$ cat src/rtl/alu_cmd_sequencer.sv
// alu_cmd_sequencer: buffers ALU commands in a FIFO, issues them one at a time and hands results downstream.
module alu_cmd_sequencer #(
  parameter int DEPTH = 4,
  parameter int OPW = 2,
  parameter int RESW = 4
) (
  input  logic                     clk,
  input  logic                     res,
  input  logic                     cmd_valid,
  output logic                     cmd_ready,
  input  logic [OPW-1:0]           cmd_a,
  input  logic [OPW-1:0]           cmd_b,
  input  logic [3:0]               cmd_sel,
  output logic [OPW-1:0]           alu_a,
  output logic [OPW-1:0]           alu_b,
  output logic [3:0]               alu_sel,
  input  logic [RESW-1:0]          alu_out,
  output logic                     res_valid,
  input  logic                     res_ready,
  output logic [RESW-1:0]          res_data,
  output logic [3:0]               res_op,
  output logic [$clog2(DEPTH):0]   fifo_count,
  output logic [7:0]               done_cnt,
  output logic                     busy
);
  localparam int AW = $clog2(DEPTH);
  localparam int EW = 4 + 2 * OPW;
  typedef enum logic [1:0] {IDLE, ISSUE, CAPTURE, OUTPUT} state_t;
  state_t r_state, w_next;
  logic [EW-1:0] r_mem [DEPTH];
  logic [AW-1:0] r_wr_ptr, r_rd_ptr;
  logic [AW:0] r_count;
  logic w_push, w_pop, w_done;
  logic [EW-1:0] w_head;
  assign cmd_ready = r_count != (AW+1)'(DEPTH);
  assign fifo_count = r_count;
  assign w_push = cmd_valid & cmd_ready;
  assign w_head = r_mem[r_rd_ptr];
  always_ff @(posedge clk)
    if (w_push) r_mem[r_wr_ptr] <= {cmd_sel, cmd_b, cmd_a};
  always_ff @(posedge clk)
    if (res) r_state <= IDLE;
    else r_state <= w_next;
  // Pop decision uses the registered count, so a fresh push is never popped on its own edge.
  always_comb begin
    w_pop = (r_state == IDLE) && (r_count != '0);
    w_done = (r_state == OUTPUT) && res_ready;
    res_valid = r_state == OUTPUT;
    busy = r_state != IDLE;
    w_next = r_state == IDLE    ? (w_pop ? ISSUE : IDLE) :
             r_state == ISSUE   ? CAPTURE :
             r_state == CAPTURE ? OUTPUT :
             (res_ready ? IDLE : OUTPUT);
  end
  always_ff @(posedge clk)
    if (res) begin
      r_wr_ptr <= '0;
      r_rd_ptr <= '0;
      r_count <= '0;
      alu_a <= '0;
      alu_b <= '0;
      alu_sel <= '0;
      res_op <= '0;
      res_data <= '0;
      done_cnt <= '0;
    end else begin
      if (w_push) r_wr_ptr <= r_wr_ptr + 1'b1;
      if (w_pop) begin
        r_rd_ptr <= r_rd_ptr + 1'b1;
        alu_a <= w_head[OPW-1:0];
        alu_b <= w_head[2*OPW-1:OPW];
        alu_sel <= w_head[EW-1:2*OPW];
        res_op <= w_head[EW-1:2*OPW];
      end
      r_count <= r_count + (AW+1)'(w_push) - (AW+1)'(w_pop);
      if (r_state == CAPTURE) res_data <= alu_out;
      if (w_done) done_cnt <= done_cnt + 8'd1;
    end
endmodule

$ cat config.mk
export PLATFORM = sky130hd
export DESIGN_NAME = alu_cmd_sequencer
export DESIGN_NICKNAME = d
export VERILOG_FILES = /design/src/rtl/alu_cmd_sequencer.sv
export SDC_FILE = /design/constraint.sdc
export NUM_CORES = 1
export LEC_CHECK = 0
export BUFFER_PORTS_ARGS = -buffer_cell sky130_fd_sc_hd__buf_2
export CORE_ASPECT_RATIO = 1.5
export CORE_MARGIN = 5
export CORE_UTILIZATION = 35
export CTS_CLUSTER_DIAMETER = 120
export CTS_CLUSTER_SIZE = 12
export DETAILED_ROUTE_END_ITERATION = 7
export GPL_ROUTABILITY_DRIVEN = 0
export GPL_TIMING_DRIVEN = 0
export HOLD_SLACK_MARGIN = 0.12
export SYNTH_ARGS = -nofsm -noshare
export SYNTH_HDL_FRONTEND = slang
export SYNTH_SLANG_ARGS = --single-unit
$ cat constraint.sdc
create_clock -name clk -period 5.2 [get_ports clk]
set_input_delay 1.56 -clock clk [delete_from_list [all_inputs] [get_ports clk]]
set_output_delay 1.56 -clock clk [all_outputs]
set_load 0.05 [all_outputs]
==> impl_metrics.tcl, run 1 <==
set metrics [dict create \
    status "finished, final reports clean" \
    critPathMaxFanout 10 \
    grt_overflow_total 0 \
    min_from "alu_b[1]" \
    io_buffer_count 44 \
    hold_violations 0 \
    clk_path_buf_depth 2 \
    drt-total-wl_mm 4.61 \
    holdWs_ns 0.481 \
    cts_sinks 61 \
    regToRegSetupSlack_ns 2.70 \
    start_kind "register" \
    stdcell_count 333 \
    vias 1607 \
    relSlewSlack 0.705 \
    num-nets-final 274 \
    post_cts_buffers 0 \
    reg2reg_to "fifo_count[2]" \
    design.die.area_um2 9010 \
    timing.critical_path.to_type "output pin" \
    wl_per_cell_um 13.8 \
    dr.pass1.iters 4 \
    synthArstFlopShare 0 \
    skew_ns 0.00685 \
    synth.avg_cell_area_um2 12.9 \
    fin_tns_setup_ns 0 \
    finalCritPeriodShare 0.617 \
    cp_data_arrival_time_ns 1.65 \
    insertion_delay_ns 0.34 \
    hold_class "register to register" \
    maxSlewViolCount 0 \
    grt_usage 0.114 \
    synth_commonest_cells "edfxtp_1 (32), dfxtp_1 (29), a21oi_1 (15)" \
    yosysWarnings 0 \
    yosysTopAreaCell "edfxtp_1" \
    timing.rr.start "fifo_count[1]" \
    ys_ff_latch 61 \
    root_buffer "clkbuf_8" \
    ys.flop_type "edfxtp_1" \
    tightest_slew_ns 0.443 \
    cts_buffers 9 \
    hold_buffers 0 \
    p_per_area_nw_per_um2 565 \
    synth_area_um2 2510 \
    synth_cell_types 35 \
    rows 37 \
    drc 0 \
    grt_max_degree 13 \
    ant_nets 0 \
    grt_pass1_vias 1618 \
    holdPathStages 2 \
    placed_area_um2 2830 \
    drtIter0Drc 43 \
    fp.dieH_um 114 \
    die_x_um 79.2 \
    core_area_um2 6940 \
    dp.cells 317 \
    ctsResizeCount 0 \
    drive_above_1_share 0.318 \
    initial_core_util 0.362 \
    htreeDepth 3 \
    synth_edf_count 32 \
    hold_end "alu_b[1]" \
    rsz0062_at_grt "no" \
    synth.most_common_cell "edfxtp_1" \
    cts.clk_slew.worst_paths_ns 0.07 \
    maxCapViolCount 0 \
    synth_fp_nets 219 \
    area_growth_pct 20.6 \
    n_antenna_cell 0 \
    r2r_cells 10 \
    setup_viol 0 \
    fmax_mhz 312 \
    grt_pass1_wl_mm 7.79 \
    ios 46 \
    final_cell_area_um2 3030 \
    worstSetupPathType "register to output pin" \
    viasPerCell 4.83 \
    synth_top_area_frac 0.382 \
    critical_path_required_ns 3.64 \
    dp_hpwl_mm 3.35 \
    antenna_found_initial 0 \
    cts_tree "built" \
    period_minus_slack_ns 3.21 \
    leakage_nw 1.20 \
    yosys-top-cells-area "edfxtp_1 (38%), dfxtp_1 (23%), mux4_2 (7.2%), ha_1 (3.5%), a21oi_1 (3.0%)" \
    ys_seq_area_frac 0.614 \
    netlist_instances 195 \
    vdd_drop_max_v 0.000188 \
]
critical path, cell delays in order, from the launching register on:
cell and delay [ns]:
dfxtp_1 0.42, nor2_1 0.11, inv_1 0.09, clkbuf_1 0.34, buf_2 0.35
placed cells by master (no fill, tap or decap), types with 3 or more instances in the layout:
cell type,instances
ha_1,7
mux2i_1,5
clkinv_4,3
a21oi_1,15
or3_1,4
nand3_1,13
edfxtp_1,32
dfxtp_1,29
and3_1,4
buf_4,7
buf_2,46
clkbuf_1,6
nor2b_1,4
inv_1,7
nor2_1,13
clkbuf_8,9
nand2_1,5
mux4_2,8
o21ai_0,11
power breakdown:
part,internal (mW),leakage [nW],switching [mW]
combinational,0.227,0.566,0.438
sequential,0.586,0.530,0.0475
clock,0.223,0.104,0.192
total,1.04,1.20,0.677
layer usage:
layer / GRT usage / vias to the layer above / part of all wire
met5: 0 / - / 0
met2: 0.193 / 41 / 0.50
met3: 0.0355 / 11 / 0.055
met1: 0.123 / 734 / 0.42
li1: - / 821 / -
met4: 0.0654 / 0 / 0.028
worst max-delay path by stage:
| stage | slack (ns) | from | endpoint |
|---|---|---|---|
| floorplan | 2.05 | cmd_valid | fifo_count[2] |
| global placement | 1.92 | cmd_valid | fifo_count[2] |
| detailed placement | 1.92 | cmd_valid | fifo_count[2] |
| CTS | 1.96 | r_state[1] | busy |
| global route | 1.80 | r_state[1] | busy |
| finish | 1.99 | r_state[1] | busy |
registers in the layout, summed over array words and instances (netlist names):
name        cells
alu_a           2
alu_b           2
done_cnt        8
fifo_count      3
r_mem          32
r_rd_ptr        2
r_state         2
r_wr_ptr        2
res_data        4
res_op          4
layout make-up:
type	instances	area [um^2]
fill	662	3920
sequential	61	1540
multi-input combinational	110	845
timing repair buffer	44	220
clock buffer	9	124
buffer	17	100
tap	78	97.6
clock inverter	7	75.1
inverter	7	26.3
logic make-up after synthesis:
group,share of synthesized area
simple gates,0.107
buf+inv,0.0503
compound gates,0.0762
mux,0.0961
flops,0.614
xor+xnor,0.0139
fa+ha+maj,0.0428
stage by stage:
| step | total power, mW | utilization | setup WS [ns] |
|---|---|---|---|
| after global placement | 1.32 | 0.408 | 1.92 |
| after floorplan | 1.17 | - | 2.05 |
| after detailed placement | 1.32 | 0.408 | 1.92 |
| final | 1.71 | 0.436 | 1.99 |
| after CTS | 1.74 | 0.436 | 1.96 |
| after global routing | 1.82 | 0.436 | 1.80 |
Note: power is estimated with default switching activity, not from simulation.
==> run 2: changes to the inputs <==
Settings changed: ABC_AREA set to 1.
Clock period 5.2 ns to 2.6 ns, I/O delays scaled along.
==> run 2 against run 1 <==
Effect of this change:
- clock-buffer cell count is 1 higher
- cell count is 45% higher
- combinational power is 120% higher
- sequential power is 99% higher
- utilization is 1.4 points higher
- first-iteration DRC count is 44% higher
==> impl_metrics.tcl, run 2 <==
set metrics [dict create \
    status "finished, final reports clean" \
    timing.critical_path.to_type "register" \
    dp.cells 468 \
    synth_fp_nets 345 \
    post_cts_buffers 0 \
    area_growth_pct 24.3 \
    insertion_delay_ns 0.33 \
    ys_ff_latch 61 \
    ant_nets 0 \
    drt-total-wl_mm 5.38 \
    worstSetupPathType "register to register" \
    synth-compound-area-share 0.0271 \
    skew_ns 0.00291 \
    hold_buffers 0 \
    dp_hpwl_mm 3.87 \
    leakage_nw 1.66 \
    cp_slowest_cell "fa_1" \
    rows 39 \
    critPathMaxFanout 10 \
    relSlewSlack 0.436 \
    holdWs_ns 0.476 \
    synth-xor-area-share 0.00632 \
    ys.flop_type "edfxtp_1" \
    n_antenna_cell 0 \
    grt_pass1_wl_mm 8.65 \
    cts_tree "built" \
    hold_violations 0 \
    clk_path_buf_depth 2 \
    drive_above_1_share 0.220 \
    wl_per_cell_um 11.1 \
    synth_commonest_cells "nand2_1 (77), inv_1 (61), nor2_1 (43)" \
    critical_path_required_ns 2.80 \
    ios 46 \
    rsz0062_at_grt "no" \
    yosysWarnings 0 \
    largest_reg_flops 32 \
    grt_usage 0.119 \
    cts.clk_slew.worst_paths_ns 0.05 \
    viasPerCell 4.19 \
    worstPathCellList "inv_2, nand3_1, nand2_2, buf_6, inv_2, ha_1, inv_1, ha_1, fa_1, xor2_1, nor2_1" \
    grt_overflow_total 0 \
    synth.most_common_cell "nand2_1" \
    cts_sinks 61 \
    maxSlewViolCount 0 \
    drtIter0Drc 62 \
    antenna_found_initial 0 \
    drc 0 \
    mostFrequentLayoutCells "nand2_1 (77), inv_1 (61), buf_2 (46)" \
    design.die.area_um2 9840 \
    synth.avg_cell_area_um2 8.64 \
    nFillCells 775 \
    worst_slack_ns 0.537 \
    fin_tns_setup_ns 0 \
    p_per_area_nw_per_um2 1160 \
    cpPeakStageDelay_ns 0.38 \
    hold_class "register to register" \
    netlist_instances 321 \
    core_area_um2 7660 \
    synthSimpleGateAreaFrac 0.242 \
    maxCapViolCount 0 \
    vias 2028 \
    final_common_cell "nand2_1" \
    tightest_slew_ns 0.844 \
    start_kind "register" \
    io_buffer_count 45 \
    synth_mux_area_frac 0 \
    top_regs "r_mem x32, done_cnt x8" \
    ys_seq_area_frac 0.556 \
    die_x_um 82.7 \
    yosysTopAreaCell "edfxtp_1" \
    place_ws_ns 0.345 \
    vdd_drop_max_v 0.000421 \
    grt_max_degree 12 \
    total_power_mw 4.00 \
    fp.dieH_um 119 \
    initial_core_util 0.362 \
    synth_edf_count 32 \
    stdcell_count 484 \
    period_minus_slack_ns 2.06 \
    num-nets-final 401 \
    fmax_mhz 485 \
    synth_top_area_frac 0.347 \
    synth_top_family_by_area "simple AND/OR/NAND/NOR gates" \
    regMostFlops "r_mem" \
    synth_cell_types 26 \
    cp_data_arrival_time_ns 2.26 \
    yosys-top-cells-area "edfxtp_1 (35%), dfxtp_1 (21%), nand2_1 (10%), inv_1 (8.3%), nor2_1 (5.8%)" \
    synth_fa_ha_area_frac 0.0388 \
    htreeDepth 3 \
    ctsResizeCount 0 \
    synthArstFlopShare 0 \
    finalCritPeriodShare 0.793 \
    grt_pass1_vias 1906 \
    dr.pass1.iters 4 \
    setup_viol 0 \
    root_buffer "clkbuf_16" \
    synth_area_um2 2770 \
    cts_buffers 9 \
]
run 2: cells by family after synthesis:
family,count (synthesis)
compound gates,15
xor+xnor,2
buf+inv,78
fa+ha+maj,8
flops,61
simple gates,157
run 2: report_power, final:
group | total (mW) | switching [mW] | internal [mW]
Combinational | 1.48 | 1.03 | 0.446
Clock | 1.25 | 0.417 | 0.836
Sequential | 1.26 | 0.0894 | 1.17
run 2: path summary, 6_finish.rpt:
path | startpoint | endpoint | slack [ns] | depth (start not counted)
worst max-delay path | fifo_count[1] | fifo_count[2] | 0.54 | 11
worst min-delay path | res_data[0] | res_data[0] | 0.48 | 2
worst max register to register | fifo_count[1] | fifo_count[2] | 0.54 | 11
worst min register to register | res_data[0] | res_data[0] | 0.48 | 2
run 2: area by class of cell:
cell class	count	area, um^2	share of cell area
inverters	66	258	0.0748
repair buffers	45	225	0.0653
clock inverters	6	87.6	0.0254
multi-input cells	182	877	0.254
plain buffers	12	101	0.0294
clock buffers	10	229	0.0664
flip-flops and latches	61	1540	0.447
well taps	102	128	0.0370
run 2: layer usage:
metal  vias up  wire length [um]  GRT usage
met1       885              2130      0.119
met3        10               389     0.0423
met4         0               133     0.0675
li1       1085                 -          -
met2        48              2730      0.208
met5         -                 0          0
run 2: through the flow:
stage	cell area [um^2]	util
final	3450	0.450
after floorplan	2780	-
after CTS	3450	0.450
after global placement	3130	0.409
after detailed placement	3130	0.409
after global routing	3450	0.450
run 2: critical path, delay by kind of cell (launching register included):
kind                       cells  cell delay [ns]
and+or+nand+nor                3             0.28
buffers and inverters          4             0.33
adders and majority gates      3             0.82
xor gates and xnor gates       1             0.17
DFF                            1             0.33
==> run 3: changes to the inputs <==
Clock period 2.6 ns to 2 ns, I/O delays scaled along.
==> run 3 against run 2 <==
Effect of this change:
- combinational power rose by 32%
- critical path depth did not move
- utilization grew 0.23 points
- die area did not move
- global-route usage up 0.36 points
- power rose by 28%
- critical endpoint is now fifo_count[1]
- largest cell class unchanged
- highest routed layer unchanged
==> impl_metrics.tcl, run 3 (synthesis gave the netlist of run 2 again) <==
set metrics [dict create \
    largest_reg_flops 32 \
    vias 2072 \
    cp_data_arrival_time_ns 2.17 \
    grt_max_degree 11 \
    regMostFlops "r_mem" \
    worstPathCellList "inv_2, nand3_2, nand2_2, buf_6, inv_2, ha_1, inv_1, ha_1, fa_2, inv_1, nor2_1" \
    maxSlewViolCount 0 \
    mostFrequentLayoutCells "nand2_1 (77), inv_1 (59), buf_2 (46)" \
    r2r_cells 11 \
    timing.critical_path.to_type "register" \
    critical_path_required_ns 2.26 \
    viasPerCell 4.27 \
    ff_latch_area_um2 1550 \
    grt_pass1_vias 1989 \
    setup_viol 0 \
    ant_nets 0 \
    core_area_um2 7660 \
    cts_buffers 9 \
    ios 46 \
    grt_usage 0.123 \
    worstSetupPathType "register to register" \
    fin_tns_setup_ns 0 \
    leakage_nw 1.67 \
    insertion_delay_ns 0.33 \
    placed_area_um2 3150 \
    drt-total-wl_mm 5.30 \
    vdd_drop_max_v 0.000561 \
    wl_per_cell_um 10.9 \
    hold_class "register to register" \
    finalCritPeriodShare 0.957 \
    drive_above_1_share 0.238 \
    highest_layer "met4" \
    drtIter0Drc 48 \
    cp_slowest_cell "fa_2" \
    cts_sinks 61 \
    nFillCells 768 \
    timing.rr.start "fifo_count[0]" \
    crit_family "adder cells" \
    cp_num_buf_inv 5 \
    skew_ns 0.00336 \
    hold_buffers 0 \
    design.die.area_um2 9840 \
    hold_end "res_data[0]" \
    num-nets-final 402 \
    n_antenna_cell 0 \
    final_common_cell "nand2_1" \
    total_power_mw 5.11 \
    drc 0 \
    top_regs "r_mem x32, done_cnt x8" \
    io_buffer_count 45 \
    start_kind "register" \
    cts.clk_slew.worst_paths_ns 0.05 \
    antenna_found_initial 0 \
    period_minus_slack_ns 1.91 \
    htreeDepth 3 \
    area_growth_pct 25.0 \
    maxCapViolCount 0 \
    fmax_mhz 523 \
    min_from "res_data[0]" \
    wl_met2_mm 2.72 \
    wl_met3_um 343 \
    dr.pass1.iters 4 \
    wirelength_met1_mm 2.08 \
    die_x_um 82.7 \
    place_ws_ns -0.125 \
    status "finished, final reports clean" \
    cpPeakStageDelay_ns 0.51 \
    relSlewSlack 0.471 \
    hold_violations 0 \
    holdWs_ns 0.473 \
    reg2reg_to "fifo_count[1]" \
    root_buffer "clkbuf_16" \
    multi_input_area_um2 897 \
    worst_slack_ns 0.0868 \
    regToRegSetupSlack_ns 0.09 \
    final_cell_area_um2 3460 \
    grt_overflow_total 0 \
    holdPathStages 2 \
    initial_core_util 0.362 \
    clk_path_buf_depth 2 \
    cts_tree "built" \
    rows 39 \
    startpoint "fifo_count[0]" \
    grt_pass1_wl_mm 9.01 \
    tightest_slew_ns 0.790 \
    fp.dieH_um 119 \
    dp_hpwl_mm 3.91 \
    p_per_area_nw_per_um2 1480 \
    critPathMaxFanout 3 \
    rsz0062_at_grt "no" \
]
## run 3: changes by cell type in the layout (fill, tap and decap cells not counted), sizes merged
cell / previous run / this run
buf: 55 / 56
bufinv: 2 / 1
clkbuf: 12 / 16
clkinv: 4 / 3
clkinvlp: 2 / 0
## run 3: worst max-delay path by stage
stage / to / cells after the start / slack [ns]
after floorplan: fifo_count[2] / 11 / 0.003
after global placement: fifo_count[2] / 11 / -0.09
after detailed placement: fifo_count[2] / 11 / -0.13
after CTS: fifo_count[2] / 11 / 0.009
after global routing: fifo_count[1] / 10 / 0.003
final: fifo_count[1] / 11 / 0.09
## run 3: stage by stage
step	util	cells
final	0.452	485
after global routing	0.452	485
after CTS	0.451	485
after detailed placement	0.412	468
after global placement	0.412	468
after floorplan	-	321
## run 3: worst reg2reg max path: stages, from the launching register on
cell,delay (ns)
dfxtp_4,0.34
inv_2,0.08
nand3_2,0.10
nand2_2,0.09
buf_6,0.10
inv_2,0.04
ha_1,0.26
inv_1,0.04
ha_1,0.18
fa_2,0.51
inv_1,0.04
nor2_1,0.07
## run 3: repair_timing
| action | in CTS | in global routing |
|---|---|---|
| buffers inserted | 1 | 0 |
| gates resized for setup | 2 | 4 |
| hold endpoints to repair | 0 | 0 |
| endpoints found under the setup margin | 2 | 1 |
## run 3: power breakdown
part	switching, mW	internal, mW	total [mW]
Clock	0.497	0.995	1.49
Sequential	0.123	1.54	1.66
Combinational	1.35	0.610	1.96
## run 3: final cells by class
type / count / area share
Buffer: 12 / 0.0293
Tap cell: 102 / 0.0368
Clock inverter: 2 / 0.0101
Inverter: 66 / 0.0758
Sequential cell: 61 / 0.449
Timing Repair Buffer: 46 / 0.0672
Multi-Input combinational cell: 182 / 0.259
Clock buffer: 14 / 0.0733
## run 3: routing by layer
metal / global-route usage / vias to the layer above
met4: 0.0706 / 0
met3: 0.0431 / 11
met1: 0.130 / 917
met5: 0 / -
li1: - / 1097
met2: 0.206 / 47
